===== src/rtl/spu_pkg.sv =====
// ----------------------------------------------------------------------------
// spu_pkg
// Shared definitions for the odd-pipe issue stage:
//   - execution unit encodings (perm / local store / branch)
//   - producer latencies used to seed scoreboard countdowns
//   - bubble field constants for the issued-instruction register
//   - scoreboard entry record {valid, addr[7], count[5]}
//   - unit_latency(): countdown value for a producer of a given unit
// Configuration macro: ODD_FWD_EN
//   defined   : operands may be forwarded, countdowns are the raw latencies
//   undefined : operands only come from the register file, so every countdown
//               is extended until the value has been written back to the RF,
//               and the default scoreboard depth grows to 16
// ----------------------------------------------------------------------------
package spu_pkg;

    typedef enum logic [1:0] {
        UNIT_PERM = 2'd0,
        UNIT_LS   = 2'd1,
        UNIT_BR   = 2'd2
    } unit_e;

    localparam logic [4:0] LAT_PERM = 5'd4;
    localparam logic [4:0] LAT_LS   = 5'd6;
    localparam logic [4:0] LAT_BR   = 5'd1;

`ifdef ODD_FWD_EN
    localparam logic [4:0] LAT_EXTRA    = 5'd0;
    localparam int         SB_DEPTH_DEF = 8;
`else
    // Value must travel through fw[6], the writeback port and the RF write
    // before a reader may pick it up from rf_*.
    localparam logic [4:0] LAT_EXTRA    = 5'd9;
    localparam int         SB_DEPTH_DEF = 16;
`endif

    localparam logic [10:0] BUBBLE_OP     = 11'd0;
    localparam logic [2:0]  BUBBLE_FORMAT = 3'd0;
    localparam logic [1:0]  BUBBLE_UNIT   = 2'd0;
    localparam logic [17:0] BUBBLE_IMM    = 18'd0;

    typedef struct packed {
        logic       valid;
        logic [6:0] addr;
        logic [4:0] count;
    } sb_entry_t;

    function automatic logic [4:0] unit_latency(input logic [1:0] unit);
        logic [4:0] base;
        case (unit)
            UNIT_LS: base = LAT_LS;
            UNIT_BR: base = LAT_BR;
            default: base = LAT_PERM;
        endcase
        return base + LAT_EXTRA;
    endfunction

endpackage


===== src/rtl/odd_scoreboard.sv =====
// ----------------------------------------------------------------------------
// odd_scoreboard
// Countdown scoreboard of in-flight odd-pipe producers.
//   clk, reset          : clock, synchronous active-high reset (clears all)
//   alloc               : an instruction writing alloc_addr issues this cycle
//   alloc_addr          : destination register of that instruction
//   alloc_count         : cycles until its result is readable
//   ra/rb/rc_addr, _used: sources of the instruction waiting in decode
//   hazard              : some used source matches a live entry
// Every live entry counts down by one per cycle and frees when it would reach
// zero. A reissue to an address already tracked overwrites that entry so a
// register never owns two entries.
// Configuration macro: ODD_FWD_EN (only affects the default depth)
// ----------------------------------------------------------------------------
module odd_scoreboard
    import spu_pkg::*;
#(
    parameter int SB_DEPTH = SB_DEPTH_DEF
) (
    input  logic       clk,
    input  logic       reset,
    input  logic       alloc,
    input  logic [6:0] alloc_addr,
    input  logic [4:0] alloc_count,
    input  logic [6:0] ra_addr,
    input  logic [6:0] rb_addr,
    input  logic [6:0] rc_addr,
    input  logic       ra_used,
    input  logic       rb_used,
    input  logic       rc_used,
    output logic       hazard
);

    sb_entry_t entry_reg [SB_DEPTH];

    logic [SB_DEPTH-1:0] live;
    logic [SB_DEPTH-1:0] same_addr;
    logic [SB_DEPTH-1:0] free_vec;
    logic [SB_DEPTH-1:0] alloc_sel;
    logic [SB_DEPTH-1:0] hit_a;
    logic [SB_DEPTH-1:0] hit_b;
    logic [SB_DEPTH-1:0] hit_c;

    generate
        for (genvar gi = 0; gi < SB_DEPTH; gi++) begin : g_entry
            assign live[gi]      = entry_reg[gi].valid && (entry_reg[gi].count != 5'd0);
            assign same_addr[gi] = entry_reg[gi].valid && (entry_reg[gi].addr == alloc_addr);
            assign free_vec[gi]  = ~entry_reg[gi].valid;
            assign hit_a[gi]     = live[gi] && (entry_reg[gi].addr == ra_addr);
            assign hit_b[gi]     = live[gi] && (entry_reg[gi].addr == rb_addr);
            assign hit_c[gi]     = live[gi] && (entry_reg[gi].addr == rc_addr);
        end
    endgenerate

    // Prefer the entry already tracking this register; otherwise the lowest
    // free slot. x & ~(x-1) isolates the lowest set bit.
    always_comb begin
        alloc_sel = '0;
        if (|same_addr) begin
            alloc_sel = same_addr & ~(same_addr - SB_DEPTH'(1));
        end else begin
            alloc_sel = free_vec & ~(free_vec - SB_DEPTH'(1));
        end
    end

    assign hazard = (ra_used && (|hit_a)) ||
                    (rb_used && (|hit_b)) ||
                    (rc_used && (|hit_c));

    always_ff @(posedge clk) begin
        if (reset) begin
            for (int i = 0; i < SB_DEPTH; i++) begin
                entry_reg[i] <= '0;
            end
        end else begin
            for (int i = 0; i < SB_DEPTH; i++) begin
                if (alloc && alloc_sel[i]) begin
                    entry_reg[i].valid <= 1'b1;
                    entry_reg[i].addr  <= alloc_addr;
                    entry_reg[i].count <= alloc_count;
                end else if (entry_reg[i].valid) begin
                    entry_reg[i].count <= entry_reg[i].count - 5'd1;
                    entry_reg[i].valid <= (entry_reg[i].count > 5'd1);
                end
            end
        end
    end

endmodule


===== src/rtl/odd_fwd_issue.sv =====
// ----------------------------------------------------------------------------
// odd_fwd_issue
// Register-fetch / forwarding / issue stage in front of the odd pipe.
//   clk, reset                 : clock, synchronous active-high reset
//   in_valid / in_ready        : decode handshake (in_ready = ~hazard | flush)
//   in_op .. in_first          : decoded instruction fields
//   rf_ra / rf_rb / rf_rc      : same-cycle register-file read data
//   fw_wb, fw_addr_wb,
//   fw_write_wb                : odd-pipe forwarding window, index 0 youngest
//   rt_wb, rt_addr_wb,
//   reg_write_wb               : odd-pipe writeback port
//   flush                      : taken-branch flush, drops the input
//   op .. first, ra, rb, rt_st : registered issued instruction and operands
// Configuration macro: ODD_FWD_EN
//   defined   : operands select from fw window, then writeback, then RF
//   undefined : operands always from RF; forwarding inputs are ignored
// ----------------------------------------------------------------------------
module odd_fwd_issue
    import spu_pkg::*;
#(
    parameter int SB_DEPTH  = SB_DEPTH_DEF,
    parameter int FW_STAGES = 7
) (
    input  logic                        clk,
    input  logic                        reset,
    input  logic                        in_valid,
    output logic                        in_ready,
    input  logic [10:0]                 in_op,
    input  logic [2:0]                  in_format,
    input  logic [1:0]                  in_unit,
    input  logic [6:0]                  in_rt_addr,
    input  logic [6:0]                  in_ra_addr,
    input  logic [6:0]                  in_rb_addr,
    input  logic [6:0]                  in_rc_addr,
    input  logic                        in_ra_used,
    input  logic                        in_rb_used,
    input  logic                        in_rc_used,
    input  logic [17:0]                 in_imm,
    input  logic                        in_reg_write,
    input  logic [7:0]                  in_pc,
    input  logic                        in_first,
    input  logic [127:0]                rf_ra,
    input  logic [127:0]                rf_rb,
    input  logic [127:0]                rf_rc,
    input  logic [FW_STAGES-1:0][127:0] fw_wb,
    input  logic [FW_STAGES-1:0][6:0]   fw_addr_wb,
    input  logic [FW_STAGES-1:0]        fw_write_wb,
    input  logic [127:0]                rt_wb,
    input  logic [6:0]                  rt_addr_wb,
    input  logic                        reg_write_wb,
    input  logic                        flush,
    output logic [10:0]                 op,
    output logic [2:0]                  format,
    output logic [1:0]                  unit,
    output logic [6:0]                  rt_addr,
    output logic [17:0]                 imm,
    output logic                        reg_write,
    output logic [7:0]                  pc_out,
    output logic                        first,
    output logic [127:0]                ra,
    output logic [127:0]                rb,
    output logic [127:0]                rt_st
);

    logic         hazard;
    logic         accept;
    logic [127:0] ra_sel;
    logic [127:0] rb_sel;
    logic [127:0] rc_sel;

    // Flush wins over a hazard: the instruction is consumed and discarded.
    assign in_ready = ~hazard | flush;
    assign accept   = in_valid & ~hazard & ~flush;

    odd_scoreboard #(
        .SB_DEPTH (SB_DEPTH)
    ) u_scoreboard (
        .clk         (clk),
        .reset       (reset),
        .alloc       (accept & in_reg_write),
        .alloc_addr  (in_rt_addr),
        .alloc_count (unit_latency(in_unit)),
        .ra_addr     (in_ra_addr),
        .rb_addr     (in_rb_addr),
        .rc_addr     (in_rc_addr),
        .ra_used     (in_ra_used),
        .rb_used     (in_rb_used),
        .rc_used     (in_rc_used),
        .hazard      (hazard)
    );

`ifdef ODD_FWD_EN
    logic [FW_STAGES-1:0] fw_hit_a;
    logic [FW_STAGES-1:0] fw_hit_b;
    logic [FW_STAGES-1:0] fw_hit_c;

    generate
        for (genvar gi = 0; gi < FW_STAGES; gi++) begin : g_fw_hit
            assign fw_hit_a[gi] = fw_write_wb[gi] && (fw_addr_wb[gi] == in_ra_addr);
            assign fw_hit_b[gi] = fw_write_wb[gi] && (fw_addr_wb[gi] == in_rb_addr);
            assign fw_hit_c[gi] = fw_write_wb[gi] && (fw_addr_wb[gi] == in_rc_addr);
        end
    endgenerate

    // Walk from the oldest stage down so the youngest matching stage wins;
    // writeback and then the RF only serve when no stage matches.
    function automatic logic [127:0] pick(input logic [FW_STAGES-1:0] hit,
                                          input logic                 wb_hit,
                                          input logic [127:0]         rf_val);
        logic [127:0] val;
        val = wb_hit ? rt_wb : rf_val;
        for (int i = FW_STAGES - 1; i >= 0; i--) begin
            if (hit[i]) begin
                val = fw_wb[i];
            end
        end
        return val;
    endfunction

    assign ra_sel = pick(fw_hit_a, reg_write_wb && (rt_addr_wb == in_ra_addr), rf_ra);
    assign rb_sel = pick(fw_hit_b, reg_write_wb && (rt_addr_wb == in_rb_addr), rf_rb);
    assign rc_sel = pick(fw_hit_c, reg_write_wb && (rt_addr_wb == in_rc_addr), rf_rc);
`else
    // Countdowns already cover the RF write, so the RF is always current.
    logic unused_fwd_inputs;
    assign unused_fwd_inputs = ^{fw_wb, fw_addr_wb, fw_write_wb,
                                 rt_wb, rt_addr_wb, reg_write_wb};

    assign ra_sel = rf_ra;
    assign rb_sel = rf_rb;
    assign rc_sel = rf_rc;
`endif

    // Issue register. Bubbles clear every field except pc_out, which keeps
    // the last issued PC for downstream branch bookkeeping.
    always_ff @(posedge clk) begin
        if (reset) begin
            op        <= BUBBLE_OP;
            format    <= BUBBLE_FORMAT;
            unit      <= BUBBLE_UNIT;
            rt_addr   <= '0;
            imm       <= BUBBLE_IMM;
            reg_write <= 1'b0;
            pc_out    <= '0;
            first     <= 1'b0;
            ra        <= '0;
            rb        <= '0;
            rt_st     <= '0;
        end else if (accept) begin
            op        <= in_op;
            format    <= in_format;
            unit      <= in_unit;
            rt_addr   <= in_rt_addr;
            imm       <= in_imm;
            reg_write <= in_reg_write;
            pc_out    <= in_pc;
            first     <= in_first;
            ra        <= ra_sel;
            rb        <= rb_sel;
            rt_st     <= rc_sel;
        end else begin
            op        <= BUBBLE_OP;
            format    <= BUBBLE_FORMAT;
            unit      <= BUBBLE_UNIT;
            rt_addr   <= '0;
            imm       <= BUBBLE_IMM;
            reg_write <= 1'b0;
            first     <= 1'b0;
            ra        <= '0;
            rb        <= '0;
            rt_st     <= '0;
        end
    end

endmodule


===== config.mk =====
export PLATFORM = sky130hd
export DESIGN_NAME = odd_fwd_issue
export DESIGN_NICKNAME = d
export VERILOG_FILES = /design/src/rtl/spu_pkg.sv /design/src/rtl/odd_scoreboard.sv /design/src/rtl/odd_fwd_issue.sv
export SDC_FILE = /design/constraint.sdc
export NUM_CORES = 1
export LEC_CHECK = 0
export BUFFER_PORTS_ARGS = -buffer_cell sky130_fd_sc_hd__clkbuf_2
export CORE_AREA = 3 3 778 780
export CTS_CLUSTER_SIZE = 20
export DETAILED_ROUTE_END_ITERATION = 7
export DIE_AREA = 0 0 781 783
export GPL_ROUTABILITY_DRIVEN = 0
export GPL_TIMING_DRIVEN = 0
export SYNTH_ARGS = -nofsm -noshare
export SYNTH_HDL_FRONTEND = slang
export SYNTH_SLANG_ARGS = --single-unit

===== constraint.sdc =====
create_clock -name clk -period 4.8 [get_ports clk]
set_clock_uncertainty 0.15 [all_clocks]
set_input_delay 0.48 -clock clk [delete_from_list [all_inputs] [get_ports clk]]
set_output_delay 0.48 -clock clk [all_outputs]
set_load 0.01 [all_outputs]

Word level (Yosys, flattened, before mapping). Memory sizes are Yosys's and may differ from the RTL's. Cells that the tools add are included.

Bits in registers: 435. Latch bits: 0. Bits in writable memories: 208. Memory bits (read-only): 0. Output and inout port bits: 436. Logic and storage cells: 538. Memories kept: 1.

$add $sub $neg: 19. Multiply operators: 0. Divide/modulo/power cells: 0. Magnitude comparators: 16. Equal/unequal tests: 66. Shifts and indexed selects: 0. Mux-type cells: 196. Bitwise operators: 107. Reduce and logical (&&, ||, !) cells: 122.

Memory list: u_scoreboard.entry_reg (words 16, width 13, read ports 16, clocked after Yosys merged registers in 0, write ports 16, RTL line odd_scoreboard.sv:34) `sb_entry_t entry_reg [SB_DEPTH];`.

Operators by type and width (count): $eq A7 B7 Y1 (64); $mux W5 (32); $mux W1 (146); $mux W7 (16); $logic_and A1 B1 Y1 (99); $or A1 B1 Y1 (81); $gt A5 B1 Y1 const B (16); $reduce_bool A5 Y1 (16); $sub A5 B1 Y5 const B (16); $reduce_or A16 Y1 (4); $and A16 B16 Y16 (2); $not A16 Y16 (2); $sub A16 B1 Y16 const B (2); $not A1 Y1 (19); $mux W16 (1); $pmux W3 S2 (1); $add A5 B4 Y5 const B (1); $and A1 B1 Y1 (3); $eq A2 B1 Y1 const B (1); $eq A2 B2 Y1 const B (1); $logic_or A1 B1 Y1 (2); $reduce_or A2 Y1 (1).

Longest topological paths before layout. An unclocked memory read counts as a cell.

Depth after elaboration: 18. Mapped depth: 16.

By module. Synthesis repeated with hierarchy kept, for this count alone.

Cell total of the unflattened synthesis: 2662. Area total of the unflattened synthesis: 28438.5 sq um.

By module, submodules not included: odd_scoreboard (times used 1, cells an instance 1714, area each 16539.6 sq um, sequential area each 6246.0 sq um); odd_fwd_issue (times used 1, cells an instance 948, area each 11898.9 sq um, sequential area each 8708.4 sq um).

Worst setup path after synthesis. No wires, ideal clock.

Path kind: reg2reg. Start point: memory u_scoreboard.entry_reg[0][104] (netlist bit). End point: memory u_scoreboard.entry_reg[0][39] (netlist bit), enable pin. Setup time: 0.323 ns. Arrival: 3.299 ns. Data required time: 4.327 ns. Setup slack: 1.028 ns. Cell stages (with the launch flop): 14. Path buffers: 2. Clock period less this slack: 3.772 ns. Path through: edfxtp_1 inv_1 ha_1 inv_1 o41ai_1 nor3_1 nor4_1 nand4_1 a222oi_1 buf_2 nand2_2 buf_2 o21ai_0 nand2b_1.

RTL lines (RTL line): from (decl) (odd_scoreboard.sv:34).

==> results summary <==
The area share of the leading cell type in the synthesized netlist came out at 0.3057. For this run, the total global-route usage over all layers was measured as 0.08073. The count of standard-cell rows is approximately 280. After detailed routing, the number of remaining DRC violations is 1. After clock tree synthesis, the clock-pin slew on the worst setup and hold paths is roughly 60 ps. The most critical setup path has its endpoint at u_scoreboard.entry_reg[0][120]. The vertical die dimension came out at 783 microns.

The top achievable clock speed is ~200 MHz. The later-pin clock latency in the skew report came out at 880 ps. The capture point of the worst reg-to-reg path is u_scoreboard.entry_reg[0][120]. STA classifies the critical path endpoint as a flop. The reg2reg setup slack is -150 ps.

The number of warnings printed during yosys synthesis came out at 0. The combinational fraction of design power is 0.176. The number of filler cells placed in the layout is between 60000 and 70000. By count the netlist is led by 450 x and2_1, 438 x xnor2_1, 435 x dfxtp_1, 208 x edfxtp_1, 105 x clkbuf_1. For this run, asynchronously set or reset flops after synthesis account for 0.

The internal power contribution came out at 11080 uW. The synthesized design contains ~640 register bits. The aggregate routed wire length came out at 256900 microns.

The share of the cycle needed by the critical path after routing came out at 1.030. The number of flip-flops in the largest register came out at roughly 210. The largest total area in the synthesized netlist belongs to dfxtp_1. After synthesis, the mean cell area works out to roughly 11 sq um. Detailed routing inserted a total of about 27000 vias.

The per-cell via count in the routed design came out at about 2.2. The switching share of power is 0.3125. The final reports fail on DRC, setup timing.

The tightest hold path in the finished design has a slack of between 150 and 200 ps. The via count of the first global-routing pass is between 20000 and 30000. The post-detailed-route count of antenna-violating nets is 0. The combined area of the multi-input logic cells is between 0.01 and 0.015 sq mm.

The maximum clock path buffer count is 4. The layout overhead on the synthesized area came out at 79.61%. The total number of clock tree sinks is ~640. The final critical path time including I/O delays and setup came out at 4945 ps. The completed layout was analyzed and its total power is about 16000 uW.

The number of H-tree branching levels is 3. The die covers between 0.6 and 0.7 sq mm. Among all cell types in the netlist, the one instantiated most often is and2_1. The sequential power share is 0.384. Among cell families on the critical path, the largest total delay comes from compound AO/OA/AOI/OAI gates.

The signal arrival time at the worst endpoint came out at around 5300 ps. The predominant post-synthesis flop cell is dfxtp_1. The number of detailed-route iterations in the first pass came out at 8. Tracing the worst setup path back leads to its startpoint at u_scoreboard.entry_reg[0][90]. The number of antenna violations at the first check in global routing is 171. At the pin with the least slew margin, the transition time is around 1100 ps. The tool flagged a number of max-cap violations equal to 0.

The detailed-placement wirelength estimate came out at 218000 microns. In this run the worst path has a maximum fanout of 10. The detailed router finished its first iteration with between 2000 and 3000 violations. On the worst path, the slowest cell contributes a delay of between 600 and 700 ps. The flow ran to the end, but the final reports show violations. When the netlist entered floorplanning its net count stood at about 4200. The class of the most critical setup path is reg -> reg.

For this run, the register share of the synthesized area comes to 0.5249. The placed standard-cell area is around 0.043 sq mm. Summing all non-filler instances in the final layout gives an area of approximately 0.05 sq mm. The accumulated negative setup slack came out at -3671 ps. The number of placed I/O pins is just under 2000.

The clock tree from TritonCTS is done. The tree is rooted in a clkbuf_16. The switching power summed over all nets is approximately 5000 uW. The first-pass GRT wire length is 311300 microns. For this design, the slowest cell found on the critical path is nor4_1. The floorplan step set the die width to between 700 and 800 microns. The part of the total power dissipated in the clock network is 0.440.

The number of clock buffers inserted by TritonCTS is between 90 and 100. Power spread over the standard cell area amounts to around 320 mW/mm^2. By area the synthesized netlist is led by dfxtp_1 31%, edfxtp_1 22%, xnor2_1 13%. In this run the critical register-to-register path is launched from u_scoreboard.entry_reg[0][90]. The summed instance area of the synthesized netlist came out at roughly 0.028 sq mm. The largest net degree at the start of global routing is 20.

Measured against its own limit, the worst slew margin works out to 0.2928. The post-synthesis instance total is about 2600. The effective utilization at floorplan is 0.04761. The startpoint type of the worst setup path is a flop. The placeable core region came out at about 0.60 sq mm. The worst path setup slack after routing came out at -145.1 ps. Setup repair after global routing could not meet its margin everywhere.

The number of enable-type register cells in the synthesized netlist came out at between 200 and 250. The final number of setup-violating endpoints came out at 53. The total grt overflow came out at 0.

STA puts the critical path data required time at ~5200 ps. The worst hold-check path type is in -> reg. The share of post-route cells with drive strength above 1 came out at 0.3137. The number of gates on the worst path with buffers counted is 12. The cell count after placement is about 12000. The number of failing hold endpoints at the final stage is 0. In the final layout, flip-flops and latches occupy approximately 0.015 sq mm.

The number of standard cells in the layout, taps in and fillers out came out at 12212. The final routed wire length divided by cell count came out at approximately 21 microns. The max-slew violation total from the final report is 0. In this run, distinct cell masters in the synthesized netlist total between 70 and 80. The combined buffer and inverter count along the critical path is 4.

The worst-case IR drop observed on VDD is approximately 0.00026 V. The number of cell instances on the worst register-to-register path came out at 12. The net total in the final layout is roughly 5700. The leakage dissipation came out at ~0.018 uW. The number of I/O port buffers came out at roughly 870. Walking the worst path, the cells encountered are inv_1, a21o_1, nor3_1, nor4_1, nand4_1, a222oi_1, bufbuf_16, buf_4, nand2_2, buf_2, o21ai_2, or2_2.
worst min path at each step:
stage	startpoint	endpoint	cells after the start	slack, ps
after global routing	rf_rb[57]	rb[57]	2	30
after floorplan	pc_out[0]	pc_out[0]	2	390
after CTS	rf_rb[57]	rb[57]	2	5
after detailed placement	pc_out[7]	pc_out[7]	2	340
final	rf_rb[57]	rb[57]	2	160
after global placement	pc_out[7]	pc_out[7]	2	330
cell type report:
cell class / instances / area share
timing repair buffer: 1335 / 0.1764
sequential: 643 / 0.2923
clock inverter: 47 / 0.009366
antenna: 85 / 0.004157
inverter: 61 / 0.004475
clock buffer: 115 / 0.04910
tap: 8008 / 0.1958
multi-input combinational: 1696 / 0.2392
buffer: 222 / 0.02920
timing repair:
item                                    4_1_cts  5_1_grt
endpoints found under the hold margin       426        0
gates cloned                                  1        0
resized for setup                           152       18
pin swaps                                    16        7
hold buffers                                430        0
buffers inserted                             25        8
endpoints found under the setup margin      810      249
power groups by stage:
stage | sequential, uW | combinational (uW) | clock, uW
finish | 6190 | 2840 | 7090
CTS | 6180 | 2870 | 7460
global placement | 6270 | 2330 | 0
floorplan | 6270 | 1190 | 0
global route | 6210 | 3060 | 7590
detailed placement | 6280 | 2340 | 0
through the flow:
step	worst slack, ps	util
final	-145.1	0.08551
after global routing	-98.51	0.08524
after CTS	-1.842	0.08508
after detailed placement	-2048	0.07171
after global placement	-1994	0.07162
after floorplan	1028	-
metal layers:
metal  part of all wire  up-vias  track usage
met4              0.040       62      0.02490
met2               0.42     2160       0.1243
li1                   -    11624            -
met5             0.0015        -            0
met3               0.16      451      0.04908
met1               0.38    12467      0.09253
placed cells by master (no fill, tap or decap), drive strengths merged, types with 5 or more instances in the layout:
cell type and instances:
xor2 58, a21o 13, nand2 88, nand3b 8, o22ai 11, ha 50
a21oi 18, mux2 6, dfxtp 435, nor4 22, clkinv 16, o41ai 11
inv 80, o21ai 19, clkbuf 1089, nand3 64, diode 85, mux2i 42
nand4 80, a31oi 11, or3 8, buf 152, dlygate4sd3 430, and3 19
o21bai 7, xnor2 438, nor2 105, nor3 96, and2 450, a211oi 15
o32ai 5, or2 6, nand2b 7, clkinvlp 8, edfxtp 208
cells by family after synthesis:
group,Yosys count,share of synthesized area
xor+xnor,496,0.1525
flops,643,0.5249
compound gates,133,0.03628
buf+inv,285,0.05538
fa+ha+maj,50,0.02196
mux,48,0.01713
simple gates,969,0.1918
Note: power is estimated with default switching activity, not from simulation.
